**config.mk**
```make
export PLATFORM = sky130hd
export DESIGN_NAME = mem_copy_engine_flat
export DESIGN_NICKNAME = d
export VERILOG_FILES = /design/src/rtl/mem_copy_pkg.sv /design/src/rtl/mem_copy_engine_if.sv /design/src/rtl/mem_copy_engine.sv /design/src/flat_wrapper.sv
export SDC_FILE = /design/constraint.sdc
export NUM_CORES = 1
export LEC_CHECK = 0
export CAP_MARGIN = 20
export CORE_ASPECT_RATIO = 1.25
export CORE_UTILIZATION = 53
export CTS_CLUSTER_DIAMETER = 50
export CTS_CLUSTER_SIZE = 14
export DETAILED_ROUTE_END_ITERATION = 8
export GPL_TIMING_DRIVEN = 0
export PLACE_DENSITY = 0.83
export SLEW_MARGIN = 20
export SYNTH_ARGS = -nofsm -noshare
export SYNTH_HDL_FRONTEND = slang
export SYNTH_SLANG_ARGS = --single-unit
export TNS_END_PERCENT = 10
```
**constraint.sdc**
```tcl
create_clock -name clk -period 5.9 [get_ports clk]
set_input_delay 1.18 -clock clk [delete_from_list [all_inputs] [get_ports clk]]
set_output_delay 1.18 -clock clk [all_outputs]
set_load 0.02 [all_outputs]
```
**src/rtl/mem_copy_pkg.sv**
```systemverilog
// -----------------------------------------------------------------------------
// mem_copy_pkg
// Shared types and constants for the MEMCOPY word-copy engine.
//   mc_state_t   : engine FSM state encoding
//   OPC_MEMCOPY  : opcode of the MEMCOPY instruction (decoded upstream)
//   WORD_BYTES   : byte stride between consecutive words
// -----------------------------------------------------------------------------
package mem_copy_pkg;

    typedef enum logic [1:0] {
        IDLE  = 2'd0,
        READ  = 2'd1,
        WRITE = 2'd2,
        DONE  = 2'd3
    } mc_state_t;

    localparam logic [6:0] OPC_MEMCOPY = 7'b0001000;
    localparam int         WORD_BYTES  = 4;

endpackage

```
**src/rtl/mem_copy_engine_if.sv**
```systemverilog
// -----------------------------------------------------------------------------
// mem_copy_engine_if
// Data-memory port owned by the copy engine while it is busy.
//   mem_rdata  : read data from memory (combinational read)
//   mem_sel    : engine drives the data-memory port
//   mem_addr   : byte address
//   mem_wdata  : write data
//   mem_read   : read strobe
//   mem_write  : write strobe (memory writes on the rising clk edge)
// Modports: master = copy engine, slave = memory / datapath mux.
// -----------------------------------------------------------------------------
interface mem_copy_engine_if #(
    parameter int ADDR_W = 32,
    parameter int DATA_W = 32
);
    logic [DATA_W-1:0] mem_rdata;
    logic              mem_sel;
    logic [ADDR_W-1:0] mem_addr;
    logic [DATA_W-1:0] mem_wdata;
    logic              mem_read;
    logic              mem_write;

    modport master (
        input  mem_rdata,
        output mem_sel,
        output mem_addr,
        output mem_wdata,
        output mem_read,
        output mem_write
    );

    modport slave (
        output mem_rdata,
        input  mem_sel,
        input  mem_addr,
        input  mem_wdata,
        input  mem_read,
        input  mem_write
    );
endinterface

```
**src/rtl/mem_copy_engine.sv**
```systemverilog
// -----------------------------------------------------------------------------
// mem_copy_engine
// Multi-cycle word copier for the MEMCOPY instruction. On the decoder's start
// flag it latches src/dst/len and copies len words, one READ cycle followed by
// one WRITE cycle per word, in strictly ascending order. The PC is stalled
// until the copy finishes; done pulses for one cycle at the end.
// Ports:
//   clk       : clock, rising edge
//   reset     : asynchronous, active-high
//   start     : decoder memcopy flag
//   src_addr  : source byte address, word aligned
//   dst_addr  : destination byte address, word aligned
//   len       : number of words to copy
//   mem       : data-memory port (master side)
//   stall     : freeze PC and register-file write
//   done      : one-cycle completion pulse
// -----------------------------------------------------------------------------
module mem_copy_engine
    import mem_copy_pkg::*;
#(
    parameter int ADDR_W = 32,
    parameter int DATA_W = 32,
    parameter int LEN_W  = 16
) (
    input  logic               clk,
    input  logic               reset,
    input  logic               start,
    input  logic [ADDR_W-1:0]  src_addr,
    input  logic [ADDR_W-1:0]  dst_addr,
    input  logic [LEN_W-1:0]   len,
    mem_copy_engine_if.master  mem,
    output logic               stall,
    output logic               done
);

    mc_state_t          r_state;
    mc_state_t          w_next_state;
    logic [ADDR_W-1:0]  r_src_ptr;
    logic [ADDR_W-1:0]  r_dst_ptr;
    logic [LEN_W-1:0]   r_remaining;
    logic [DATA_W-1:0]  r_buf;

    // State, pointers and word counter. Inputs are sampled only on the
    // IDLE->busy edge; pointer arithmetic wraps silently modulo 2**ADDR_W.
    always_ff @(posedge clk or posedge reset) begin
        if (reset) begin
            r_state     <= IDLE;
            r_src_ptr   <= '0;
            r_dst_ptr   <= '0;
            r_remaining <= '0;
        end else begin
            r_state <= w_next_state;
            case (r_state)
                IDLE: begin
                    if (start) begin
                        r_src_ptr   <= src_addr;
                        r_dst_ptr   <= dst_addr;
                        r_remaining <= len;
                    end
                end
                WRITE: begin
                    r_src_ptr   <= r_src_ptr + ADDR_W'(WORD_BYTES);
                    r_dst_ptr   <= r_dst_ptr + ADDR_W'(WORD_BYTES);
                    r_remaining <= r_remaining - LEN_W'(1);
                end
                default: ;
            endcase
        end
    end

    // Word buffer is pure data: it needs no reset because it is only
    // observable in WRITE, which is always preceded by a capturing READ.
    always_ff @(posedge clk) begin
        if (r_state == READ) begin
            r_buf <= mem.mem_rdata;
        end
    end

    always_comb begin
        w_next_state  = r_state;
        mem.mem_sel   = 1'b0;
        mem.mem_read  = 1'b0;
        mem.mem_write = 1'b0;
        mem.mem_addr  = '0;
        mem.mem_wdata = '0;
        stall         = 1'b0;
        done          = 1'b0;
        case (r_state)
            IDLE: begin
                // Combinational stall so the PC never moves past MEMCOPY;
                // gated by reset so every output is low while reset is held.
                stall = start & ~reset;
                if (start) begin
                    w_next_state = (len == '0) ? DONE : READ;
                end
            end
            READ: begin
                mem.mem_sel  = 1'b1;
                mem.mem_read = 1'b1;
                mem.mem_addr = r_src_ptr;
                stall        = 1'b1;
                w_next_state = WRITE;
            end
            WRITE: begin
                mem.mem_sel   = 1'b1;
                mem.mem_write = 1'b1;
                mem.mem_addr  = r_dst_ptr;
                mem.mem_wdata = r_buf;
                stall         = 1'b1;
                w_next_state  = (r_remaining == LEN_W'(1)) ? DONE : READ;
            end
            DONE: begin
                // start is still high for the same instruction here; ignore it.
                done         = 1'b1;
                w_next_state = IDLE;
            end
            default: begin
                w_next_state = IDLE;
            end
        endcase
    end

endmodule

```
**src/flat_wrapper.sv**
```systemverilog
// flat-port wrapper written by rule: the top's interface ports become plain ports
module mem_copy_engine_flat import mem_copy_pkg::*;
#(
    parameter int ADDR_W = 32,
    parameter int DATA_W = 32,
    parameter int LEN_W  = 16
)
  (clk, reset, start, src_addr, dst_addr, len, stall, done, mem_mem_rdata, mem_mem_sel, mem_mem_addr, mem_mem_wdata, mem_mem_read, mem_mem_write);
  mem_copy_engine_if #(.ADDR_W(ADDR_W), .DATA_W(DATA_W)) mem_i ();
  input  logic clk;
  input  logic reset;
  input  logic start;
  input  logic [ADDR_W-1:0] src_addr;
  input  logic [ADDR_W-1:0] dst_addr;
  input  logic [LEN_W-1:0] len;
  output logic stall;
  output logic done;
  input wire logic [$bits(mem_i.mem_rdata)-1:0] mem_mem_rdata;
  output wire logic [$bits(mem_i.mem_sel)-1:0] mem_mem_sel;
  output wire logic [$bits(mem_i.mem_addr)-1:0] mem_mem_addr;
  output wire logic [$bits(mem_i.mem_wdata)-1:0] mem_mem_wdata;
  output wire logic [$bits(mem_i.mem_read)-1:0] mem_mem_read;
  output wire logic [$bits(mem_i.mem_write)-1:0] mem_mem_write;
  assign mem_i.mem_rdata = mem_mem_rdata;
  assign mem_mem_sel = mem_i.mem_sel;
  assign mem_mem_addr = mem_i.mem_addr;
  assign mem_mem_wdata = mem_i.mem_wdata;
  assign mem_mem_read = mem_i.mem_read;
  assign mem_mem_write = mem_i.mem_write;
  mem_copy_engine #(.ADDR_W(ADDR_W), .DATA_W(DATA_W), .LEN_W(LEN_W)) u_core (.clk(clk), .reset(reset), .start(start), .src_addr(src_addr), .dst_addr(dst_addr), .len(len), .mem(mem_i), .stall(stall), .done(done));
endmodule
```
==> flow_metrics.tcl <==
set metrics [dict create \
    slew_violations 0 \
    fmax_mhz 191 \
    route.detailed.drc 0 \
    worst_path_max_delay_cell "clkdlybuf4s50_1" \
    tightest_slew_ns 1.06 \
    yosysTopAreaCell "dfrtp_1" \
    nets 1107 \
    first_pass_iters 6 \
    worstHoldPathType "flop to flop" \
    p_leak_nw 3.62 \
    clk_path_buf_depth 2 \
    wire_per_inst_um 21.2 \
    synthCells 780 \
    holdWs_ns 0.481 \
    cpLargestDelayFamily "buffers and inverters" \
    critPathLaunchType "flop" \
    vias 7486 \
    grt_max_degree 54 \
    grt_overflow 0 \
    cp_data_arrival_time_ns 4.04 \
    grt_pass1_wl_um 38200 \
    reg2reg_slack_ns 2.66 \
    cts_root_buf "clkbuf_16" \
    grt_pass1_vias 7255 \
    met3_usage 0.106 \
    drive_gt1_frac 0.0663 \
    synth_top_cell_area_share 0.297 \
    required_ns 4.72 \
    dp.cells 1132 \
    finalInstanceArea_um2 9590 \
    ant_nets 0 \
    crit_path_frequent_cell "clkbuf_1" \
    min-delay-start "u_core.r_src_ptr[1]" \
    start_util 0.542 \
    met2_usage 0.615 \
    syn_avg_cell_area_um2 8.85 \
    ys_top_cells_by_area "dfrtp_1 30%, edfxtp_1 14%, a21oi_1 5.6%" \
    final_util 0.754 \
    synth_cell_types 64 \
    antenna_found_initial 0 \
    diodes 0 \
    finalSetupViolCount 0 \
    syn_area_um2 6900 \
    slowest_delay_ns 0.66 \
    status "complete, no violations" \
    grt_busiest_layer "met2" \
    syn-num-nets 904 \
    cts_made_buffers 17 \
    cts_tree "built" \
    finClkSkew_ns 0.00845 \
    dieArea_um2 13500 \
    h-tree-depth 4 \
    path_cells "inv_1 -> ha_1 -> clkbuf_1 -> clkbuf_1 -> clkbuf_1 -> clkbuf_1 -> and2_1 -> clkdlybuf4s50_1" \
    viasPerCell 6.43 \
    cts_sinks 114 \
    use_met1 0.437 \
    rsz0062_at_grt "false" \
    fin_crit_sh 0.885 \
    ir_drop_mv 0.322 \
    synth_edf_count 32 \
    finalCriticalPeriod_ns 5.22 \
    num_rows 46 \
    place_hpwl_um 17700 \
    fp.coreArea_um2 12700 \
    powerDensity_nw_per_um2 574 \
    synthToLayoutAreaGrowth_pct 39.0 \
    io_buffer_count 183 \
    final_cell_mix "183 x clkdlybuf4s50_1, 87 x nand2_1, 82 x dfrtp_1" \
    maxCapViolCount 0 \
    clk_pin_slew_ns 0.06 \
    track_usage 0.373 \
    gp_congestion 0.976 \
    critical_path_class "flop to output port" \
    startpoint "u_core.r_state[0]" \
    cts_resized 0 \
    hold_viol 0 \
    power_mw 5.51 \
    endpoint_kind "output port" \
    postCtsSetupRepairBufs 0 \
    async_reset_ff_frac 0.719 \
    fin_cells 1164 \
    die_x_um 104 \
    slew_headroom 0.294 \
    layout_commonest_cell "clkdlybuf4s50_1" \
    placed_area_um2 8970 \
    wl_um 24700 \
    clock_latency_ns 0.43 \
    fp.dieH_um 130 \
    first_iter_violations 794 \
    crit_fanout 10 \
    synth-seq-area-share 0.437 \
    ys_seq_elements 114 \
    ys.flop_type "dfrtp_1" \
    rr_startpoint "u_core.r_state[0]" \
    timing.critical_path.buf_inv 6 \
    hold_buffers 0 \
    ios 184 \
    yosys_warnings 0 \
]
[final cells by class]
class	instances	area (um^2)
clock buffer	17	425
multi-input combinational	593	3590
inverter	14	55.1
timing repair buffer	184	1860
sequential	114	3010
fill	941	3130
tap	168	210
clock inverter	15	193
buffer	59	246
[layer usage]
layer | share of wire | vias up
li1 | - | 3342
met1 | 0.35 | 3476
met2 | 0.48 | 551
met3 | 0.12 | 117
met4 | 0.052 | 0
met5 | 0 | -
[cell families after synthesis]
| group | Yosys count | synth area share |
|---|---|---|
| AND/OR/NAND/NOR | 326 | 0.256 |
| multiplexers | 20 | 0.0290 |
| XOR/XNOR | 2 | 0.00254 |
| flip-flops | 114 | 0.437 |
| adder cells (fa/ha/maj) | 9 | 0.0163 |
| buffers and inverters | 73 | 0.0433 |
| AO/OA/AOI/OAI | 236 | 0.216 |
[metrics by stage]
step,worst slack [ns],setup TNS [ns]
global route,0.655,0
floorplan,1.26,0
detailed placement,1.33,0
CTS,0.822,0
global placement,-0.497,-0.497
finish,0.678,0
[tightest hold or removal path: stages (launching register included)]
cell and delay, ns:
dfrtp_1 0.34, nand2_1 0.05, o21ai_0 0.06
[cells in the mapped netlist (4+ instances only)]
master and count:
nor2b_1 22, inv_1 12, nor4_1 10, clkbuf_1 40, nand2_1 87, buf_1 4
o21ai_0 33, o22ai_1 45, o211ai_1 6, or3_1 9, edfxtp_1 32, a22oi_1 24
buf_2 14, and2_1 33, dfrtp_1 82, mux2i_1 20, nor4_4 4, and3_1 23
a2bb2oi_1 4, nor3_1 21, a21oi_1 77, o22a_1 4, ha_1 9, or4_1 4
nand3_1 48, nand4_1 14, nor2_1 32, and4_1 4, a21boi_0 10
[worst paths after layout]
kind | to | depth (start not counted)
setup / recovery | mem_mem_wdata[29] | 8
hold / removal | u_core.r_src_ptr[1] | 2
setup reg to reg | u_core.r_dst_ptr[16] | 7
hold reg to reg | u_core.r_src_ptr[1] | 2
max in group asynchronous | u_core.r_src_ptr[4] | 3
min in group asynchronous | u_core.r_dst_ptr[31] | 2
[where the power goes]
part           internal (mW)  leakage, nW  switching (mW)
registers               1.19         1.24           0.383
logic                   1.11         2.08            1.72
clock network          0.677        0.304           0.422
[flip-flops by register name (all words and copies together), names as in the netlist]
register	flops
u_core.r_src_ptr	32
u_core.r_dst_ptr	32
u_core.r_state	2
u_core.r_remaining	16
u_core.r_buf	32
Power figures use the tool's default switching activity.
